[config.mk]
export PLATFORM = sky130hd
export DESIGN_NAME = instr_load_mem
export DESIGN_NICKNAME = d
export VERILOG_FILES = /design/src/rtl/imem_pkg.sv /design/src/rtl/imem_ram.sv /design/src/rtl/instr_load_mem.sv
export SDC_FILE = /design/constraint.sdc
export NUM_CORES = 1
export LEC_CHECK = 0
export ABC_AREA = 1
export CAP_MARGIN = 40
export CORE_MARGIN = 2
export CORE_UTILIZATION = 38
export CTS_CLUSTER_DIAMETER = 100
export DETAILED_ROUTE_END_ITERATION = 10
export PLACE_DENSITY = 0.53
export SYNTH_ARGS = -nofsm -noshare
export SYNTH_HDL_FRONTEND = slang
export SYNTH_SLANG_ARGS = --single-unit
export TNS_END_PERCENT = 100
[constraint.sdc]
create_clock -name clk -period 2.4 [get_ports clk]
set_input_delay 0.36 -clock clk [delete_from_list [all_inputs] [get_ports clk]]
set_output_delay 0.36 -clock clk [all_outputs]
set_load 0.01 [all_outputs]
[src/rtl/imem_pkg.sv]
// rtl/imem_pkg.sv - shared state encoding and default NOP word for the instruction load memory
package imem_pkg;

    typedef enum logic [1:0] {
        ST_IDLE = 2'd0,
        ST_LOAD = 2'd1,
        ST_RUN  = 2'd2
    } imem_state_e;

    localparam logic [15:0] IMEM_NOP_DEFAULT = 16'hF000;

endpackage

[src/rtl/imem_ram.sv]
// rtl/imem_ram.sv - single write port, single synchronous read port instruction storage
module imem_ram #(
    parameter int DATA_W = 16,
    parameter int DEPTH  = 32,
    parameter int AW     = $clog2(DEPTH)
) (
    input  logic              clk_i,
    input  logic              we_i,
    input  logic [AW-1:0]     waddr_i,
    input  logic [DATA_W-1:0] wdata_i,
    input  logic              re_i,
    input  logic [AW-1:0]     raddr_i,
    output logic [DATA_W-1:0] rdata_o
);

    logic [DATA_W-1:0] mem_q [DEPTH];
    logic [DATA_W-1:0] rdata_q;

    // Write on request; read data register only moves on a read so it holds between fetches
    always_ff @(posedge clk_i) begin
        if (we_i) begin
            mem_q[waddr_i] <= wdata_i;
        end
        if (re_i) begin
            rdata_q <= mem_q[raddr_i];
        end
    end

    assign rdata_o = rdata_q;

endmodule

[src/rtl/instr_load_mem.sv]
// rtl/instr_load_mem.sv - program load FSM with range-checked single-cycle instruction fetch
module instr_load_mem
    import imem_pkg::*;
#(
    parameter int                DATA_W   = 16,
    parameter int                ADDR_W   = 16,
    parameter int                DEPTH    = 32,
    parameter logic [DATA_W-1:0] NOP_WORD = DATA_W'(IMEM_NOP_DEFAULT)
) (
    input  logic                       clk,
    input  logic                       rst,
    input  logic                       load_start,
    input  logic                       load_valid,
    input  logic [DATA_W-1:0]          load_data,
    input  logic                       load_last,
    output logic                       load_ready,
    input  logic                       fetch_req,
    input  logic [ADDR_W-1:0]          fetch_addr,
    output logic [DATA_W-1:0]          instruction,
    output logic                       fetch_valid,
    output logic                       addr_err,
    output logic                       ready,
    output logic [$clog2(DEPTH+1)-1:0] word_count,
    output logic                       overflow
);

    localparam int CNT_W = $clog2(DEPTH + 1);
    localparam int AW    = $clog2(DEPTH);
    localparam int CMP_W = (ADDR_W > CNT_W) ? ADDR_W : CNT_W;

    imem_state_e       state_q;
    logic [CNT_W-1:0]  word_count_q;
    logic              overflow_q;
    logic              fetch_valid_q;
    logic              addr_err_q;
    logic              nop_sel_q;

    logic              room;
    logic              in_range;
    logic              accept;
    logic              fetch_hit;
    logic [DATA_W-1:0] ram_rdata;

    // Both operands widened to a common width so large addresses never wrap into range
    assign room      = word_count_q < CNT_W'(DEPTH);
    assign in_range  = CMP_W'(fetch_addr) < CMP_W'(word_count_q);
    assign accept    = !rst && !load_start && (state_q == ST_LOAD) && load_valid && room;
    assign fetch_hit = !rst && !load_start && (state_q == ST_RUN) && fetch_req && in_range;

    imem_ram #(
        .DATA_W (DATA_W),
        .DEPTH  (DEPTH),
        .AW     (AW)
    ) u_ram (
        .clk_i   (clk),
        .we_i    (accept),
        .waddr_i (word_count_q[AW-1:0]),
        .wdata_i (load_data),
        .re_i    (fetch_hit),
        .raddr_i (fetch_addr[AW-1:0]),
        .rdata_o (ram_rdata)
    );

    // Load/run sequencing plus fetch response flags; load_start outranks any same-cycle load or fetch
    always_ff @(posedge clk) begin
        if (rst) begin
            state_q       <= ST_IDLE;
            word_count_q  <= '0;
            overflow_q    <= 1'b0;
            fetch_valid_q <= 1'b0;
            addr_err_q    <= 1'b0;
            nop_sel_q     <= 1'b1;
        end else begin
            fetch_valid_q <= fetch_req;
            addr_err_q    <= fetch_req && !load_start && (state_q == ST_RUN) && !in_range;
            if (fetch_req) begin
                nop_sel_q <= !fetch_hit;
            end

            if (load_start) begin
                state_q      <= ST_LOAD;
                word_count_q <= '0;
                overflow_q   <= 1'b0;
            end else begin
                case (state_q)
                    ST_LOAD: begin
                        if (load_valid) begin
                            if (room) begin
                                word_count_q <= word_count_q + 1'b1;
                            end else begin
                                overflow_q <= 1'b1;
                            end
                            if (load_last) begin
                                state_q <= ST_RUN;
                            end
                        end
                    end
                    default: ;
                endcase
            end
        end
    end

    assign load_ready  = (state_q == ST_LOAD) && room;
    assign ready       = (state_q == ST_RUN);
    assign word_count  = word_count_q;
    assign overflow    = overflow_q;
    assign fetch_valid = fetch_valid_q;
    assign addr_err    = addr_err_q;
    assign instruction = nop_sel_q ? NOP_WORD : ram_rdata;

endmodule

* After elaboration in Yosys (flattened, before gate mapping)
Memories as Yosys holds them, arrays and structs flattened. A register that Yosys moved wholly into a read port is not among the register bits.
Cells that the tools add are included.
** Word-level totals
- Flip-flop bits (word level) :: 12
- Memory bits (writable) :: 512
- Bits of input ports :: 38
- Memories kept :: 1
** Operators by class
- Add/sub/neg operators :: 1
- $lt $le $gt $ge :: 2
- Eq/ne operators :: 2
- Mux-type cells :: 7
- Bitwise operators :: 1
- Reduce and logical (&&, ||, !) cells :: 23
** Memory list
- u_ram.mem_q :: depth 32, width 16, rd ports 1, clocked after memory_dff 1, write ports 1, RTL line imem_ram.sv:16 : logic [DATA_W-1:0] mem_q [DEPTH];
** Operator list (number)
- 16-bit by 6-bit less-than comparator with 1-bit output :: 1
- 16-bit 2-to-1 mux :: 1
- 3-bit AND reduction :: 4
- 1-bit logical AND :: 11
- 6-bit by 1-bit adder with 6-bit output, second input constant :: 1
- 6-bit less-than comparator, second input constant :: 1
- 1-bit 2-to-1 mux :: 6
- 2-bit nonzero test :: 3
- 1-bit logical NOT :: 4
- 2-bit by 1-bit equality test with 1-bit output, second input constant :: 1
- 2-bit equality test, second input constant :: 1
- 2-bit OR reduction :: 1
- 1-bit inverter :: 1

* Logic depth before layout (Yosys ltp)
- Depth in word-level cells :: 7
- Depth in mapped cells :: 12
- Gate-level depth less buffers :: 10

* By module
A second synthesis with hierarchy kept.
** Unflattened totals
- Cells, all modules :: 1920
- Area, all modules :: 22263.9 µm²
** By module, submodules not included
- imem_ram :: times used 1, cells an instance 1794, area an instance 21461.8 µm²
- instr_load_mem :: times used 1, cells an instance 126, area an instance 802.0 µm²

* Worst setup path after synthesis
OpenSTA, ideal clock, no wires.
- Path kind :: reg2reg
- Start :: reg state_q[1]
- End :: mem u_ram.mem_q[0][0], enable pin
- Arrival time :: 1806 ps
- Setup slack :: 206 ps
- Stages on the path, launching flop included :: 8
- Path buffers :: 0
- Period minus slack after synthesis :: 2194 ps
- Cells stage by stage :: dfxtp_1 > inv_1 > nand2_1 > nor2_1 > nand2_2 > nor2_2 > nand2_1 > nor2_1
** Between the ends
- Longest elaborated chain between the ends :: 6
** Ends and longest elaborated chain
- start, declared :: RTL line instr_load_mem.sv:31 : imem_state_e state_q;
- start signal, assigned :: RTL line instr_load_mem.sv:67 : state_q <= ST_IDLE;
- start signal, assigned :: RTL line instr_load_mem.sv:81 : state_q <= ST_LOAD;
- start signal, assigned :: RTL line instr_load_mem.sv:94 : state_q <= ST_RUN;
- 2-bit by 1-bit equality test with 1-bit output :: RTL line instr_load_mem.sv:47 : assign accept = !rst && !load_start && (state_q == ST_LOAD) && load_valid && room;
- 1-bit logical AND (3 in a row) :: RTL line instr_load_mem.sv:47
- 1-bit 2-to-1 mux :: RTL line imem_ram.sv:21 : if (we_i) begin
- 1-bit 2-to-1 mux (implied by the code) :: RTL line imem_ram.sv:22 : mem_q[waddr_i] <= wdata_i;
- end, declared :: RTL line imem_ram.sv:16
No other way between the ends.

* Worst setup path after layout
- Start :: reg nop_sel_q
- End :: out instruction[2]
** Between the ends
- Longest elaborated chain between the ends :: 1
** Ends and longest elaborated chain
- start, declared :: RTL line instr_load_mem.sv:36 : logic nop_sel_q;
- start signal, assigned :: RTL line instr_load_mem.sv:77 : nop_sel_q <= !fetch_hit;
- 16-bit 2-to-1 mux :: RTL line instr_load_mem.sv:110 : assign instruction = nop_sel_q ? NOP_WORD : ram_rdata;
- end, declared :: RTL line instr_load_mem.sv:19 : output logic [DATA_W-1:0] instruction,
No other way between the ends.

==> results.md <==
| Stage | Metric | Reported |
|:---|:---|:---|
| global routing | M1 GR Usage | 28.0% |
| timing | Measured slew at the worst slew-check pin | 0.530 ns |
| run | Max-cap viol count | 0 |
| synth | Number of warning messages in the yosys log | 0 |
| power | Total power density per cell area | 781 nW/um^2 |
| final layout | Multi-input gate area | 5250 sq um |
| floorplanning | Initial cell density of the core | 38.5% |
| final layout | Storage element area | 16100 sq um |
| floorplanning | Io pins | 65 |
| global routing | Total grt overflow | 0 |
| timing | Number of hold violations in the final report | 0 |
| final layout | Nets@finish | 2070 |
| power | Worst vdd rail ir drop | 0.530 mV |
| final layout | Layout fillers | 5329 |
| place | Worst slack at placement | 0.0581 ns |
| global routing | GR Layer Usage met2 | 29.8% |
| floorplanning | Floorplan Core Area | 57800 sq um |
| timing | Maximum clock frequency | 0.450 GHz |
| synth | Mean post-synth cell area | 11.6 sq um |
| final layout | Antenna Cells | 0 |
| drt | Total number of vias | 14288 |
| drt | Number of DRC markers in iteration 0 | 1169 |
| critical path | Largest driver fanout on the critical path | 9 |
| cts | Clock latency of the later-clocked register in the worst-skew pair | 0.61 ns |
| drt | Routed wire per std cell | 20.3 microns |
| synth | Area of the mapped netlist | 22200 sq um |
| global routing | Initial antenna violation count | 0 |
| final layout | Final Cell Area | 26000 sq um |
| synth | Post-synthesis sequential area ratio | 72.4% |
| place | # port buffers | 64 |
| global routing | Most Used Layer, Global Route | met2 |
| final layout | Post-layout util | 45.1% |
| drt | Detailed Route WL | 57.5 mm |
| synth | Number of synthesized register bits | 540 |
| drt | Pre-antenna DRT Iters | 5 |
| timing | Worst max-slew margin expressed relative to the limit | 64.7% |
| place | Final HPWL DP | 34.7 mm |
| critical path | Critical Path Sink Type | output pin |
| place | Final weighted congestion in routability-driven placement | 0.811 |
| run status | Outcome | finished, final reports clean |
| drt | Avg Vias per Cell | 5.04 |
| floorplanning | DIE AREA | 60500 sq um |
| cts | Cts hold-fix bufs | 0 |
| timing | Unrepaired setup endpoints after global routing | no |
| final layout | Ratio of cells with drive above 1 in the final layout | 9.46% |
| floorplanning | Site Rows | 88 |
| global routing | Largest net degree at the start of global routing | 103 |
| timing | Final critical-path setup slack | 0.176 ns |
| cts | CTS tree | done |
| cts | Total clock buffers created by CTS | 57 |
| cts | Clock transition time at the flip-flop clock pins of the worst setup and hold paths | 0.06 ns |
| cts | Maximum count of clock buffers along a single path | 3 |
| drt | DRT antenna net count | 0 |
| drt | Remaining DRCs | 0 |
| critical path | Worst Setup Start Kind | register |
| timing | Final-report setup violation count | 0 |
| cts | CTS root buffer | clkbuf_16 |
| global routing | Global-route usage over all layers | 19.2% |
| synth | Library cells used by synthesis | 24 |
| critical path | CP Class | register to output pin |
| timing | Final Cycle Share | 92.7% |
| cts | CTS Sinks | 540 |
| timing | Time the worst path needs with I/O delays and setup | 2.22 ns |
| synth | Synth Instances | 1918 |
| place | Placed Instance Area | 24200 sq um |
| timing | Final number of max-transition violations | 0 |
| global routing | GR Layer Usage met3 | 2.85% |
| floorplanning | Die height | 246 microns |
| global routing | Wire length of the first global-routing pass | 86.4 mm |
| worst hold path | Kind of path behind the tightest hold check | input port to register |
| power | Pleak | 9.56 nW |
| final layout | Area delta synth->final | 17.1% |
| synth | Post-synth net total | 1965 |
| global routing | Via count of the first global-routing pass | 14035 |
| floorplanning | Horizontal extent of the die | 246 microns |
| cts | H-tree level count | 2 |
| timing | Worst clock skew | 0.0283 ns |
| critical path | WP data arrival | 1.86 ns |
| timing | Sum of negative setup slack | 0 ns |
| critical path | CP Data Required Time | 2.04 ns |
per-stage QoR:
step / power (W) / std cells / hold slack [ns]
6_report: 0.0203 / 2836 / 0.323
5_1_grt: 0.0210 / 2836 / 0.313
4_1_cts: 0.0205 / 2836 / 0.283
3_5_place_dp: 0.0118 / 2729 / 0.472
3_3_place_gp: 0.0118 / 2729 / 0.463
2_1_floorplan: 0.0112 / 1918 / 0.429
what timing repair did:
action / CTS / global route
buffers inserted: 0 / 0
gates resized for setup: 1 / 0
setup endpoints to repair: 4 / 0
sequential cells by signal (all words and copies together), names as in the netlist:
name / flops
overflow: 1
fetch_valid: 1
u_ram.mem_q: 512
state_q: 2
addr_err: 1
u_ram.rdata_o: 16
word_count: 6
nop_sel_q: 1
worst max-delay path, stage by stage, from the launching register on:
cell and delay [ns]:
dfxtp_2 0.40, buf_4 0.18, nor2_1 0.12, clkdlybuf4s50_1 0.55
final timing paths:
path                            from                      endpoint  slack [ns]  depth (start not counted)
min reg2reg  state_q[0]$_SDFFE_PP0P_       state_q[0]$_SDFFE_PP0P_        0.47                          2
min                        fetch_req        nop_sel_q$_SDFFE_PP1P_        0.32                          3
max reg2reg  state_q[1]$_SDFFE_PP0P_  u_ram.mem_q[26][5]$_DFFE_PP_        0.42                          9
max           nop_sel_q$_SDFFE_PP1P_                instruction[2]        0.18                          3
placed cells by master (no fill, tap or decap), types with 2 or more instances in the layout:
master / Yosys / final
a21oi_1: 7 / 7
a31oi_1: 2 / 2
buf_12: 1 / 32
buf_4: 24 / 61
bufinv_16: 0 / 5
clkbuf_1: 16 / 14
clkbuf_16: 0 / 59
clkbuf_8: 0 / 5
clkdlybuf4s50_1: 0 / 61
clkinv_1: 0 / 10
clkinv_2: 0 / 11
clkinvlp_4: 0 / 2
dfxtp_1: 12 / 11
edfxtp_1: 528 / 528
ha_1: 9 / 9
inv_1: 36 / 35
nand2_1: 746 / 746
nand3_1: 395 / 395
nor2_1: 57 / 49
nor2_2: 1 / 9
nor3_1: 4 / 4
o21ai_0: 3 / 3
or2_2: 4 / 4
cell usage after synthesis:
library cell,number,area (sq um)
clkbuf_1,16,60.1
nor3_1,4,20.0
a21oi_1,7,35.0
buf_1,9,33.8
a31oi_1,2,12.5
buf_4,24,180
ha_1,9,113
o21ai_0,3,15.0
buf_8,1,15.0
nor2_2,1,6.26
a21boi_0,1,7.51
nand2_1,746,2800
dfxtp_1,12,240
nand3_1,395,1980
or2_2,4,25.0
inv_6,1,8.76
buf_6,25,282
inv_2,1,3.75
inv_1,36,135
nand2_2,1,6.26
edfxtp_1,528,15900
buf_12,1,20.0
nor2_1,57,214
buf_2,34,170
kinds of logic after synthesis:
| group | synth area share [%] |
|---|---|
| AND/OR/NAND/NOR | 22.7 |
| flip-flops | 72.4 |
| buffers and inverters | 4.09 |
| AO/OA/AOI/OAI | 0.315 |
| adder cells (fa/ha/maj) | 0.506 |
metal layers:
layer	share of wire [%]	wire [microns]
met2	45	26000
met5	0	0
met3	6.3	3630
met4	2.1	1220
met1	46	26600
power breakdown:
group          switching [W]  internal (W)
clock network        0.00359       0.00514
logic               0.000880      0.000359
registers         0.00000693        0.0104
total                0.00448        0.0159
final cells by class:
type | count | share of cell area, %
clock buffer | 77 | 6.08
clock inverter | 30 | 1.06
inverter | 38 | 0.586
multi-input combinational | 1230 | 20.2
sequential | 540 | 61.8
tap | 765 | 3.68
timing repair buffer | 156 | 6.63
(Power assumes the default switching activity.)
